--- src/rtl/acc_step_decoder_if.sv ---
// acc_step_decoder_if: accumulator sum/enable observed by the decoder, and the recovered step outputs
interface acc_step_decoder_if #(
    parameter int W      = 11,
    parameter int WRAP_W = 8
);
    logic              enb;
    logic [W-1:0]      s;
    logic [W-1:0]      step;
    logic              step_vld;
    logic              locked;
    logic              err;
    logic [WRAP_W-1:0] wraps;
    modport master (output enb, s, input step, step_vld, locked, err, wraps);
    modport slave  (input enb, s, output step, step_vld, locked, err, wraps);
endinterface

--- src/rtl/acc_step_decoder.sv ---
// acc_step_decoder: recovers the per-cycle increment of a modulo accumulator from its running sum,
// with lock detection, step-change error pulse and wrap counting
module acc_step_decoder #(
    parameter int W      = 11,
    parameter int LOCK_N = 4,
    parameter int WRAP_W = 8
) (
    input logic             clk,
    input logic             rst_n,
    acc_step_decoder_if.slave bus
);
    typedef enum logic [1:0] {IDLE, PRIME, TRACK, LOCKED} state_t;
    localparam logic [3:0] LOCK_C = 4'(LOCK_N);
    state_t            state, state_nx;
    logic [W-1:0]      prev, prev_nx, step_q, step_nx, d;
    logic [3:0]        cnt, cnt_nx;
    logic [WRAP_W-1:0] wraps_q, wraps_nx;
    logic              err_q, err_nx;
    always_ff @(posedge clk or negedge rst_n)
        if (!rst_n) begin
            state   <= IDLE;
            prev    <= '0;
            step_q  <= '0;
            cnt     <= '0;
            wraps_q <= '0;
            err_q   <= 1'b0;
        end else begin
            state   <= state_nx;
            prev    <= prev_nx;
            step_q  <= step_nx;
            cnt     <= cnt_nx;
            wraps_q <= wraps_nx;
            err_q   <= err_nx;
        end
    always_comb begin
        d        = bus.s - prev;
        state_nx = state;
        prev_nx  = prev;
        step_nx  = step_q;
        cnt_nx   = cnt;
        wraps_nx = wraps_q;
        err_nx   = 1'b0;
        if (!bus.enb) begin
            state_nx = IDLE;
            step_nx  = '0;
            cnt_nx   = '0;
        end else if (state == IDLE) begin
            prev_nx  = bus.s;
            wraps_nx = '0;
            state_nx = PRIME;
        end else begin
            prev_nx = bus.s;
            // s below prev can only happen when the sum rolled past 2^W
            if (bus.s < prev && wraps_q != '1)
                wraps_nx = wraps_q + WRAP_W'(1);
            if (state == PRIME) begin
                step_nx  = d;
                cnt_nx   = 4'd1;
                state_nx = TRACK;
            end else if (d != step_q) begin
                step_nx  = d;
                cnt_nx   = 4'd1;
                err_nx   = state == LOCKED;
                state_nx = TRACK;
            end else if (state == TRACK) begin
                cnt_nx   = cnt == 4'hf ? cnt : cnt + 4'd1;
                state_nx = cnt_nx == LOCK_C ? LOCKED : TRACK;
            end
        end
    end
    assign bus.step     = step_q;
    assign bus.step_vld = state == TRACK || state == LOCKED;
    assign bus.locked   = state == LOCKED;
    assign bus.err      = err_q;
    assign bus.wraps    = wraps_q;
endmodule
--- src/flat_wrapper.sv ---
// flat-port wrapper written by rule: the top's interface ports become plain ports
module acc_step_decoder_flat 
#(
    parameter int W      = 11,
    parameter int LOCK_N = 4,
    parameter int WRAP_W = 8
)
  (clk, rst_n, bus_enb, bus_s, bus_step, bus_step_vld, bus_locked, bus_err, bus_wraps);
  acc_step_decoder_if #(.W(W), .WRAP_W(WRAP_W)) bus_i ();
  input logic clk;
  input logic rst_n;
  input wire logic [$bits(bus_i.enb)-1:0] bus_enb;
  input wire logic [$bits(bus_i.s)-1:0] bus_s;
  output wire logic [$bits(bus_i.step)-1:0] bus_step;
  output wire logic [$bits(bus_i.step_vld)-1:0] bus_step_vld;
  output wire logic [$bits(bus_i.locked)-1:0] bus_locked;
  output wire logic [$bits(bus_i.err)-1:0] bus_err;
  output wire logic [$bits(bus_i.wraps)-1:0] bus_wraps;
  assign bus_i.enb = bus_enb;
  assign bus_i.s = bus_s;
  assign bus_step = bus_i.step;
  assign bus_step_vld = bus_i.step_vld;
  assign bus_locked = bus_i.locked;
  assign bus_err = bus_i.err;
  assign bus_wraps = bus_i.wraps;
  acc_step_decoder #(.W(W), .LOCK_N(LOCK_N), .WRAP_W(WRAP_W)) u_core (.clk(clk), .rst_n(rst_n), .bus(bus_i));
endmodule
--- config.mk ---
export PLATFORM = sky130hd
export DESIGN_NAME = acc_step_decoder_flat
export DESIGN_NICKNAME = d
export VERILOG_FILES = /design/src/rtl/acc_step_decoder_if.sv /design/src/rtl/acc_step_decoder.sv /design/src/flat_wrapper.sv
export SDC_FILE = /design/constraint.sdc
export NUM_CORES = 1
export LEC_CHECK = 0
export ABC_AREA = 0
export CAP_MARGIN = 10
export CORE_UTILIZATION = 59
export CTS_CLUSTER_DIAMETER = 50
export DETAILED_ROUTE_END_ITERATION = 7
export PLACE_DENSITY = 0.86
export SLEW_MARGIN = 20
export SYNTH_ARGS = -nofsm -noshare
export SYNTH_HDL_FRONTEND = slang
export SYNTH_SLANG_ARGS = --single-unit
--- constraint.sdc ---
create_clock -name clk -period 7.6 [get_ports clk]
set_input_delay 1.52 -clock clk [delete_from_list [all_inputs] [get_ports clk]]
set_output_delay 1.52 -clock clk [all_outputs]
set_load 0.01 [all_outputs]
### After elaboration in Yosys (flattened, before gate mapping)

Cells that the tools add are included.

| operators by class | value |
|---|---|
| add/subtract/negate cells | 3 |
| magnitude comparators | 1 |
| equality and inequality tests | 11 |
| multiplexer cells | 22 |
| reductions and logical operators | 7 |

Operator list:

| cell | number |
|---|---|
| $mux W11 | 4 |
| $mux W4 | 6 |
| $mux W8 | 2 |
| $lt A11 B11 Y1 | 1 |
| $ne A11 B11 Y1 | 1 |
| $sub A11 B11 Y11 | 1 |
| $mux W2 | 5 |
| $add A8 B1 Y8 const B | 1 |
| $ne A8 B8 Y1 const B | 1 |
| $reduce_and A2 Y1 | 3 |
| $mux W1 | 5 |
| $ne A5 B1 Y1 const B | 1 |
| $add A4 B1 Y4 const B | 1 |
| $eq A2 B2 Y1 const B | 2 |
| $eq A4 B3 Y1 const B | 1 |
| $eq A4 B4 Y1 const B | 1 |
| $ne A4 B1 Y1 const B | 1 |
| $ne A3 B1 Y1 const B | 1 |
| $eq A2 B1 Y1 const B | 1 |
| $logic_not A2 Y1 | 1 |
| $ne A2 B2 Y1 const B | 1 |
| $reduce_bool A2 Y1 | 1 |
| $logic_and A1 B1 Y1 | 1 |
| $logic_or A1 B1 Y1 | 1 |

| word-level totals | value |
|---|---|
| register bits | 37 |
| word-level logic and storage cells | 50 |

### Logic depth before layout (Yosys ltp)

| depth | value |
|---|---|
| depth in word-level cells | 9 |
| mapped depth | 12 |
| depth with buffers taken out | 11 |

### Worst setup path before layout

OpenSTA, ideal clock, no wires.

| path | value |
|---|---|
| path type | input -> register |
| from | in bus_s[0] |
| to | reg u_core.cnt[2] |
| library setup time | 0.082 ns |
| data arrival time | 3.848 ns |
| data required time | 7.518 ns |
| slack | 3.670 ns |
| stages on the path | 11 |
| buffers on the path | 0 |
| path through | inv_1 -> ha_1 -> fa_1 -> nand2b_1 -> a21o_1 -> a211o_1 -> and3_4 -> nor4_2 -> nand4_1 -> or3_1 -> a31oi_1 |

| on the way | value |
|---|---|
| word-level cells in the longest chain between the ends | 6 |
| elaborated cells between the ends (all ways) | 8 |
| those cells by class | 1 x add/sub; 2 x eq/ne; 4 x mux; 1 x reduce/logical |

Ends and longest elaborated chain:

| item | RTL line | text |
|---|---|---|
| start, declared | flat_wrapper.sv:13 | `input wire logic [$bits(bus_i.s)-1:0] bus_s;` |
| $sub A11 B11 Y11 * | acc_step_decoder.sv:36 | `d = bus.s - prev;` |
| $ne A11 B11 Y1 * | acc_step_decoder.sv:60 | `end else if (d != step_q) begin` |
| $mux W4 | acc_step_decoder.sv:60 |  |
| $mux W4 | acc_step_decoder.sv:56 | `if (state == PRIME) begin` |
| $mux W4 | acc_step_decoder.sv:47 | `end else if (state == IDLE) begin` |
| $mux W4 | acc_step_decoder.sv:43 | `if (!bus.enb) begin` |
| end signal, assigned | acc_step_decoder.sv:31 | `cnt <= cnt_nx;` |
| end, declared | acc_step_decoder.sv:16 | `logic [3:0] cnt, cnt_nx;` |

Mark *: on every way between the ends. The rest lies on a longest branch, timed or not. The select of a mux whose other input is x is not followed.
A chain may end at the register's enable or synchronous reset.

### Final worst setup path

| path | value |
|---|---|
| from | in bus_s[0] |
| to | reg u_core.step_q[5] (netlist: u_core.bus.step[5]) |

| on the way | value |
|---|---|
| word-level cells in the longest chain between the ends | 5 |
| elaborated cells between the ends (all ways) | 8 |
| those cells by class | 1 x add/sub; 2 x eq/ne; 4 x mux; 1 x reduce/logical |

Ends and longest elaborated chain:

| item | RTL line | text |
|---|---|---|
| $sub A11 B11 Y11 * | acc_step_decoder.sv:36 |  |
| parallel branches: the longest is 4 deep, another holds $ne A11 B11 Y1 | -- |  |
| end signal, assigned | acc_step_decoder.sv:30 | `step_q <= step_nx;` |
| end, declared | acc_step_decoder.sv:15 | `logic [W-1:0] prev, prev_nx, step_q, step_nx, d;` |

Mark *: on every way between the ends. The select of a mux whose other input is x is not followed.

==> run metrics <==
fin cells=368; DIE AREA=4500 um^2; Crit path required time=7.74 ns; Period minus WS final=4.54 ns; max_slew headroom=0.443; skew final=0.0110 ns; FF-to-FF End=u_core.bus.step[5]; leading cell type in the layout, fill and taps excluded=dfrtp_1; Sw Pwr=208 uW; Final GP Congestion=0.863; Worst path depth=12; crit end category=flip-flop; Post-synth EDFFs=0; maximum clock rate=0.220 GHz; post-synth cell types=50; Vias/cell=5.97; clk slew on worst S/H paths=0.08 ns; worst path buffer plus inverter count=2; WL final=5.64 mm; vias in the first global route=2,071; vias post-DR=2,197; post-route cell area=2980 um^2; DP Cell Count=360; commonest cells after routing, fill and taps aside=dfrtp_1 (37), nand2_1 (35), clkdlybuf4s50_1 (34); cells along the critical path=clkdlybuf4s50_1 -> inv_1 -> ha_1 -> fa_1 -> nand2b_1 -> a21o_1 -> a211o_1 -> and3_4 -> nor4_1 -> nand4_1 -> nand2_1 -> o22ai_1; Slew @ Worst Pin=0.836 ns; post-DP HPWL=3.93 mm; syn avg cell area=8.80 um^2; IO buf count=35; DRT iter0 DRCs=183; die height=67.1 um; Hold Path Class=reg2reg; fin worst setup slack=3.06 ns; launching point of the worst reg2reg path=u_core.prev[0]; final setup vio count=0; P per Cell Area=212 nW/um^2; delay-heaviest family, CP=simple AND/OR/NAND/NOR gates; syn nets=312; # rows=23; clock power share=0.287; GRT Overall Usage=0.275; hold wc startpoint=u_core.prev[0]; initial antenna violation count=0; #FFs+latches synth=37; status=completed; largest net degree at the start of global routing=41; crit path launch type=input pin; switching share of power=0.329; R2R Setup Slk=4.43 ns; Post-synth ARST share=1.00; Root Buffer=clkbuf_8; Max-Cap Viols=0; clk sinks=37; CTS H-Tree Depth=2; Skew-Pair Late Insertion Delay=0.29 ns; Crit path largest cell delay=0.47 ns; layout cells sized above 1=0.0660; leak pwr=1.31 nW; fraction of the yosys area taken by sequential cells=0.370; worst setup path class=in2reg; core area=4030 um^2; postcts setup bufs=0; first-pass GRT wire length=9.39 mm; Worst EP arrival=4.68 ns; Setup TNS=0 ns; starting density of the core=0.620; peak supply drop=0.127 mV; r2r worst-path depth=10; fin. max-slew vios=0; hold depth=1; area delta synth->final=19.4%; part of the power in combinational logic=0.342; Layout Utilization=0.741; Setup WS pre-CTS=2.87 ns; # diodes=0; area post-placement=2870 um^2; Yosys warning total=0; DRT Pass-1 Iters=4; worst setup path start=bus_s[0]; post-route ant nets=0; area of the multi-input gates=1460 um^2; cts repair resizes=0; worst-case clock buffer depth=2; RSZ-0062 raised after global routing=false; Top FF cell, synth=dfrtp_1; Register Area=926 um^2; routed len/inst=15.3 um; DRC=0; Cells after Synth=284; Die X=67.1 um; final cycle utilization of the critical path=0.597; Final #Nets=345; crit path max fanout=9; TritonCTS Buffers=5; Final Hold Viols=0; CTS tree=done; CP max stage cell=clkdlybuf4s50_1; sequential share of power=0.372; grt total ovfl=0; Pint=424 uW; Fill cells=304; hold buffers post-CTS=0; Cell Area, Synth=2500 um^2; Worst Hold End=u_core.prev[0]; I/O pins=36
## flip-flops by register name, summed over array words and instances, names as in the netlist
register	cells
u_core.bus.err	1
u_core.bus.step	11
u_core.bus.wraps	8
u_core.cnt	4
u_core.prev	11
u_core.state	2
## Yosys cell counts, types with 2 or more instances
master | n | area (um^2)
xnor2_1 | 4 | 35.0
a21oi_1 | 15 | 75.1
a211o_1 | 2 | 17.5
and4_1 | 2 | 17.5
a31oi_1 | 3 | 18.8
nand4_1 | 5 | 31.3
clkbuf_1 | 6 | 22.5
or3_1 | 4 | 25.0
inv_1 | 19 | 71.3
nand3_1 | 7 | 35.0
dfrtp_1 | 37 | 926
and2_1 | 3 | 18.8
nand2_1 | 35 | 131
o22ai_1 | 10 | 62.6
o21ai_1 | 4 | 20.0
nor3_1 | 5 | 25.0
o2bb2ai_1 | 3 | 26.3
or2_2 | 4 | 25.0
nor2b_1 | 3 | 18.8
buf_2 | 2 | 10.0
xor2_1 | 14 | 123
o211ai_1 | 4 | 30.0
xnor3_1 | 4 | 90.1
nand2b_1 | 8 | 50.1
ha_1 | 13 | 163
o31ai_1 | 2 | 15.0
and3_1 | 3 | 18.8
o21ai_0 | 22 | 110
buf_4 | 2 | 15.0
nor2_1 | 19 | 71.3
## power groups by stage
stage               combinational, mW  clock (mW)  sequential [mW]
global route                    0.236       0.193            0.237
detailed placement              0.210           0            0.238
global placement                0.205           0            0.237
CTS                             0.214       0.181            0.234
finish                          0.216       0.181            0.235
floorplan                       0.139           0            0.239
## routing by layer
layer	global-route usage	vias up	part of all wire
li1	-	1068	-
met4	0.0824	0	0.013
met1	0.381	1052	0.45
met5	0	-	0
met2	0.430	69	0.48
met3	0.0531	8	0.055
## through the flow
stage,power [mW],hold WS (ns)
finish,0.631,0.526
global route,0.666,0.554
CTS,0.629,0.534
detailed placement,0.448,0.517
global placement,0.442,0.504
floorplan,0.378,0.485
## worst max-delay path by stage
stage                          to  slack (ns)
3_3_place_gp   u_core.bus.step[5]        3.02
6_report       u_core.bus.step[5]        3.06
3_5_place_dp   u_core.bus.step[5]        2.87
5_1_grt        u_core.bus.step[1]        2.93
4_1_cts        u_core.bus.step[5]        3.08
2_1_floorplan       u_core.cnt[2]        3.67
## cell families after synthesis
kind of cell | synth area share
AO/OA/AOI/OAI | 0.181
XOR/XNOR | 0.106
adder cells (fa/ha/maj) | 0.0731
buffers and inverters | 0.0475
flip-flops | 0.370
multiplexers | 0.00450
AND/OR/NAND/NOR | 0.218
## layout make-up
type,count,share of cell area
Multi-Input combinational cell,218,0.488
Inverter,19,0.0239
Sequential cell,37,0.310
Clock buffer,7,0.0289
Clock inverter,1,0.0101
Tap cell,50,0.0210
Timing Repair Buffer,36,0.118
No activity file was read; power rests on OpenSTA's default activity.
